### src/rtl/vga_pkg.sv
// Shared VGA timing defaults, counter width and stream-lock state encoding.
package vga_pkg;

  localparam int H_ACTIVE_DEF = 640;
  localparam int H_FP_DEF     = 16;
  localparam int H_SYNC_DEF   = 96;
  localparam int H_BP_DEF     = 48;
  localparam int V_ACTIVE_DEF = 480;
  localparam int V_FP_DEF     = 10;
  localparam int V_SYNC_DEF   = 2;
  localparam int V_BP_DEF     = 33;

  // Wide enough for totals up to 4095 pixels/lines.
  localparam int CNT_W = 12;

  typedef enum logic {
    WAIT_SOF = 1'b0,
    LOCKED   = 1'b1
  } vid_state_e;

endpackage

### src/rtl/vga_timing.sv
// Pixel/line counters advancing on the pixel enable, plus active/sync decode.
module vga_timing
  import vga_pkg::*;
#(
  parameter int H_ACTIVE = H_ACTIVE_DEF,
  parameter int H_FP     = H_FP_DEF,
  parameter int H_SYNC   = H_SYNC_DEF,
  parameter int H_BP     = H_BP_DEF,
  parameter int V_ACTIVE = V_ACTIVE_DEF,
  parameter int V_FP     = V_FP_DEF,
  parameter int V_SYNC   = V_SYNC_DEF,
  parameter int V_BP     = V_BP_DEF
) (
  input  logic             clk,
  input  logic             reset_i,
  input  logic             ce_i,
  output logic [CNT_W-1:0] hcnt,
  output logic [CNT_W-1:0] vcnt,
  output logic             active,
  output logic             hsync_n,
  output logic             vsync_n
);

  localparam logic [CNT_W-1:0] H_LAST   = CNT_W'(H_ACTIVE + H_FP + H_SYNC + H_BP - 1);
  localparam logic [CNT_W-1:0] V_LAST   = CNT_W'(V_ACTIVE + V_FP + V_SYNC + V_BP - 1);
  localparam logic [CNT_W-1:0] H_ACT    = CNT_W'(H_ACTIVE);
  localparam logic [CNT_W-1:0] V_ACT    = CNT_W'(V_ACTIVE);
  localparam logic [CNT_W-1:0] HS_FIRST = CNT_W'(H_ACTIVE + H_FP);
  localparam logic [CNT_W-1:0] HS_LAST  = CNT_W'(H_ACTIVE + H_FP + H_SYNC - 1);
  localparam logic [CNT_W-1:0] VS_FIRST = CNT_W'(V_ACTIVE + V_FP);
  localparam logic [CNT_W-1:0] VS_LAST  = CNT_W'(V_ACTIVE + V_FP + V_SYNC - 1);

  logic [CNT_W-1:0] hcnt_q, hcnt_d;
  logic [CNT_W-1:0] vcnt_q, vcnt_d;

  always_comb begin
    hcnt_d = hcnt_q;
    vcnt_d = vcnt_q;
    if (ce_i) begin
      if (hcnt_q == H_LAST) begin
        hcnt_d = '0;
        vcnt_d = (vcnt_q == V_LAST) ? '0 : vcnt_q + 1'b1;
      end else begin
        hcnt_d = hcnt_q + 1'b1;
      end
    end
  end

  always_ff @(posedge clk) begin
    if (!reset_i) begin
      hcnt_q <= '0;
      vcnt_q <= '0;
    end else begin
      hcnt_q <= hcnt_d;
      vcnt_q <= vcnt_d;
    end
  end

  assign hcnt    = hcnt_q;
  assign vcnt    = vcnt_q;
  assign active  = (hcnt_q < H_ACT) && (vcnt_q < V_ACT);
  assign hsync_n = !((hcnt_q >= HS_FIRST) && (hcnt_q <= HS_LAST));
  assign vsync_n = !((vcnt_q >= VS_FIRST) && (vcnt_q <= VS_LAST));

endmodule

### src/rtl/vga_video_out.sv
// VGA output stage: locks an upstream pixel stream to the raster on SOF and
// drives registered syncs/colour/DE, flagging stream misalignment in err_o.
module vga_video_out
  import vga_pkg::*;
#(
  parameter int H_ACTIVE = H_ACTIVE_DEF,
  parameter int H_FP     = H_FP_DEF,
  parameter int H_SYNC   = H_SYNC_DEF,
  parameter int H_BP     = H_BP_DEF,
  parameter int V_ACTIVE = V_ACTIVE_DEF,
  parameter int V_FP     = V_FP_DEF,
  parameter int V_SYNC   = V_SYNC_DEF,
  parameter int V_BP     = V_BP_DEF
) (
  input  logic        clk,
  input  logic        reset_i,
  input  logic        ce_i,
  input  logic        pix_valid_i,
  input  logic        pix_sof_i,
  input  logic [11:0] pix_rgb_i,
  output logic        pix_ready_o,
  output logic        vga_hsync,
  output logic        vga_vsync,
  output logic [3:0]  vga_r,
  output logic [3:0]  vga_g,
  output logic [3:0]  vga_b,
  output logic        de_o,
  output logic        frame_start_o,
  output logic        err_o,
  input  logic        err_clr_i
);

  logic [CNT_W-1:0] hcnt, vcnt;
  logic             active, hsync_n, vsync_n, at_origin;

  vga_timing #(
    .H_ACTIVE(H_ACTIVE), .H_FP(H_FP), .H_SYNC(H_SYNC), .H_BP(H_BP),
    .V_ACTIVE(V_ACTIVE), .V_FP(V_FP), .V_SYNC(V_SYNC), .V_BP(V_BP)
  ) u_timing (
    .clk     (clk),
    .reset_i (reset_i),
    .ce_i    (ce_i),
    .hcnt    (hcnt),
    .vcnt    (vcnt),
    .active  (active),
    .hsync_n (hsync_n),
    .vsync_n (vsync_n)
  );

  assign at_origin = (hcnt == '0) && (vcnt == '0);

  vid_state_e  state_q, state_d;
  logic        ready, show, set_err;
  logic        hs_q, hs_d, vs_q, vs_d, de_q, de_d, fs_q, fs_d, err_q, err_d;
  logic [11:0] rgb_q, rgb_d;

  always_comb begin
    state_d = state_q;
    ready   = 1'b0;
    show    = 1'b0;
    set_err = 1'b0;
    case (state_q)
      WAIT_SOF: begin
        // Non-SOF pixels are flushed at full clk rate; SOF waits for the origin.
        if (pix_valid_i && !pix_sof_i) begin
          ready = 1'b1;
        end else if (pix_valid_i && ce_i && at_origin) begin
          ready   = 1'b1;
          show    = 1'b1;
          state_d = LOCKED;
        end
      end
      LOCKED: begin
        if (ce_i && active) begin
          if (!pix_valid_i) begin
            set_err = 1'b1;
            state_d = WAIT_SOF;
          end else if (pix_sof_i && !at_origin) begin
            set_err = 1'b1;
            state_d = WAIT_SOF;
          end else begin
            ready = 1'b1;
            show  = 1'b1;
            if (!pix_sof_i && at_origin) begin
              set_err = 1'b1;
              state_d = WAIT_SOF;
            end
          end
        end
      end
      default: state_d = WAIT_SOF;
    endcase
  end

  assign pix_ready_o = ready && reset_i;

  always_comb begin
    hs_d  = hs_q;
    vs_d  = vs_q;
    de_d  = de_q;
    rgb_d = rgb_q;
    fs_d  = ce_i && at_origin;
    err_d = set_err ? 1'b1 : (err_clr_i ? 1'b0 : err_q);
    if (ce_i) begin
      hs_d  = hsync_n;
      vs_d  = vsync_n;
      de_d  = active;
      rgb_d = show ? pix_rgb_i : 12'h000;
    end
  end

  always_ff @(posedge clk) begin
    if (!reset_i) begin
      state_q <= WAIT_SOF;
      hs_q    <= 1'b1;
      vs_q    <= 1'b1;
      de_q    <= 1'b0;
      rgb_q   <= '0;
      fs_q    <= 1'b0;
      err_q   <= 1'b0;
    end else begin
      state_q <= state_d;
      hs_q    <= hs_d;
      vs_q    <= vs_d;
      de_q    <= de_d;
      rgb_q   <= rgb_d;
      fs_q    <= fs_d;
      err_q   <= err_d;
    end
  end

  assign vga_hsync     = hs_q;
  assign vga_vsync     = vs_q;
  assign vga_r         = rgb_q[11:8];
  assign vga_g         = rgb_q[7:4];
  assign vga_b         = rgb_q[3:0];
  assign de_o          = de_q;
  assign frame_start_o = fs_q;
  assign err_o         = err_q;

endmodule

### config.mk
export PLATFORM = sky130hd
export DESIGN_NAME = vga_video_out
export DESIGN_NICKNAME = d
export VERILOG_FILES = /design/src/rtl/vga_pkg.sv /design/src/rtl/vga_timing.sv /design/src/rtl/vga_video_out.sv
export SDC_FILE = /design/constraint.sdc
export NUM_CORES = 1
export LEC_CHECK = 0
export ABC_AREA = 1
export CORE_ASPECT_RATIO = 0.8
export CORE_MARGIN = 8
export CORE_UTILIZATION = 45
export DETAILED_ROUTE_END_ITERATION = 10
export GPL_ROUTABILITY_DRIVEN = 0
export PLACE_DENSITY = 0.76
export SLEW_MARGIN = 10
export SYNTH_ARGS = -nofsm -noshare
export SYNTH_HDL_FRONTEND = slang
export SYNTH_SLANG_ARGS = --single-unit
### constraint.sdc
create_clock -name clk -period 2.2 [get_ports clk]
set_input_delay 0.33 -clock clk [delete_from_list [all_inputs] [get_ports clk]]
set_output_delay 0.33 -clock clk [all_outputs]
set_load 0.02 [all_outputs]
==> summary.txt <==
outcome: finished with violations
violated checks: setup timing
cell at the slowest stage of the critical path: dfxtp_2
CTS sink cnt: 42
ys async rst share: 0%
share of layout cells above drive strength 1: 32.5%
Power Dens Cells: 476 nW/um2
largest net degree at the start of global routing: 21
WL/cell: 13.6 um
most used cells in the layout excluding fill and tap cells: 63 x nand2_1, 59 x buf_4, 38 x dfxtp_1, 34 x clkdlybuf4s50_1, 31 x nor2_1
met1 Usage GRT: 21.8%
number of remaining DRC errors: 0
Core Util, Final: 65.6%
total grt overflow: 0
CTS clk-pin slew, worst paths: 0.09 ns
GRT met3 Usage: 3.72%
top fanout value on the critical path: 2
Post-Syn Nets: 338
final net count: 431
Cell variety after synth: 36
critical path's top delay family: simple AND/OR/NAND/NOR gates
CP required: 1.87 ns
Leakage: 1.36 nW
1st-iter DRT viols: 121
Worst path depth: 12
all-layer global routing usage: 17.0%
final hold vios: 0
fmax: 445 MHz
Reg2Reg Depth: 10
Cell Area, Synth: 2330 um2
busiest grt layer: met2
Yosys reg bits: 42
Syn Area/Cell: 7.41 um2
vias in the first global route: 2320
final wirelength: 6420 um
RSZ-0062 raised after global routing: yes
Max-Cap Viols: 0
PortBufs: 35
routed vias/inst: 5.07
CTS tree: built
CP bufs+invs: 2
# fillers: 407
crit-path cells: inv_2, ha_4, nand4_1, nor2_1, nand3_1, ha_2, nor2_2, nand3_1, nand2_2, nand2_2, a31oi_2, buf_4
leading cell type in the layout, fill and taps excluded: nand2_1
yosys warns: 0
initial antenna violation count: 0
final period utilization: 102%
first-pass GRT wire length: 10600 um
n_diodes: 0
Row Count: 23
Main synth FF type: dfxtp_1
Post-synth EDFFs: 0
Min-Delay Path Class: register to register
DP HPWL: 4850 um
setup ws final: -0.0488 ns
Finish-stage setup viols: 1
CP peak stage delay: 0.34 ns
Bufs on Longest Clock Path: 2
Hold EP: rgb_q[1]$_SDFFE_PN0P_
worst slew pin tran: 0.389 ns
Setup WS pre-CTS: -0.316 ns
drt pass-1 iters: 4
crit path launch type: register
Mapped Cells: 315
WP data arrival: 1.92 ns
slew margin rel.: 73.8%
Ports: 36
Final Max Tran Viols: 0
Post-Route Setup TNS: -0.0488 ns
die area: 7760 um2
antenna viol nets, final: 0
Layout area overhead: 40.8%
GR Util met2: 28.9%
crit path kind: register to output port
Final min period: 2.25 ns
Peak VDD IR: 0.471 mV
sequential share of the synthesized area: 36.0%
Setup Skew: 0.00667 ns
Hold Startpoint: rgb_q[1]$_SDFFE_PN0P_
setup slack, reg-to-reg: 0.30 ns
TritonCTS Buffers: 5
Die Height: 80.4 um
DR vias: 2387
initial core utilization: 46.6%
worst skew pair latency: 0.29 ns
Critical R2R Launch: u_timing.hcnt[0]$_SDFFE_PN0P_
chip width: 96.5 um
worst hold path depth: 2
clk root buf: clkbuf_8
r2r endpoint: u_timing.vcnt[1]$_SDFFE_PN0P_
crit end category: output port
htree depth: 2
Core ar.: 5010 um2
## synthesized netlist by cell type, types with 5 or more instances
cell type   n  share of area, %
nand2_1    64                10
a21oi_1    17               3.6
nor3_2      5               2.1
a21oi_2     9               3.4
inv_1      30               4.8
inv_2       7               1.1
nand3_1    19               4.1
nor2_2      5               1.3
ha_1        5               2.7
xor2_1      9               3.4
nand2_2     5               1.3
nor2_1     32               5.1
nand4_1     8               2.1
dfxtp_1    42                36
nor3_1     11               2.4
o21ai_0    10               2.1
nand3_2    11               4.7
## worst reg2reg max path: stages, from the launching register on
cell     delay (ns)
dfxtp_2        0.35
buf_4          0.10
buf_4          0.09
ha_1           0.17
nand3_2        0.10
nor3_4         0.16
nand3_4        0.18
nand2_2        0.22
o21ai_0        0.21
o21ai_0        0.14
nor2_1         0.05
## cells by family after synthesis
logic type / synth area share (%)
AND/OR/NAND/NOR: 38.4
buffers and inverters: 9.00
flip-flops: 36.0
AO/OA/AOI/OAI: 10.6
XOR/XNOR: 3.38
adder cells (fa/ha/maj): 2.68
## through the flow
stage,instance area [um2],instances,power (mW),hold WS [ns]
floorplan,2340,315,0.932,0.428
global placement,3120,460,1.04,0.452
detailed placement,3120,460,1.04,0.456
CTS,3270,470,1.57,0.469
global route,3290,471,1.63,0.488
finish,3290,471,1.56,0.472
## state kept, by name, summed over array words and instances, names as in the netlist
register / flops
de_o: 1
err_o: 1
frame_start_o: 1
rgb_q: 12
state_q: 1
u_timing.hcnt: 12
u_timing.vcnt: 12
vga_hsync: 1
vga_vsync: 1
## per-layer routing
layer	vias to the layer above	part of all wire (%)
met4	0	0.67
li1	1210	-
met3	6	4.1
met2	40	50
met5	-	0
met1	1131	45
## what timing repair did
item	CTS	global route
setup endpoints to repair	1	1
pin swaps	8	5
hold buffers	0	0
resized for setup	20	2
setup buffers	2	1
## cell type report
type,count,area (um2),share of cell area [%]
multi-input combinational,226,1330,40.5
sequential,42,846,25.7
timing repair buffer,93,783,23.8
inverter,40,153,4.64
clock buffer,6,82.6,2.51
tap,62,77.6,2.36
clock inverter,2,12.5,0.381
## worst max-delay path by stage
| stage | from | to |
|---|---|---|
| floorplan | u_timing.vcnt[0]$_SDFFE_PN0P_ | pix_ready_o |
| global placement | u_timing.hcnt[0]$_SDFFE_PN0P_ | pix_ready_o |
| detailed placement | u_timing.vcnt[0]$_SDFFE_PN0P_ | pix_ready_o |
| CTS | u_timing.vcnt[1]$_SDFFE_PN0P_ | pix_ready_o |
| global route | u_timing.hcnt[0]$_SDFFE_PN0P_ | pix_ready_o |
| finish | u_timing.hcnt[0]$_SDFFE_PN0P_ | pix_ready_o |
## report_power, final
| group | total, mW | internal, mW | switching, mW | leakage, nW |
|---|---|---|---|---|
| logic | 0.246 | 0.117 | 0.129 | 0.970 |
| registers | 0.791 | 0.780 | 0.0107 | 0.342 |
| clock network | 0.528 | 0.253 | 0.275 | 0.0472 |
No activity file was read; power rests on OpenSTA's default activity.
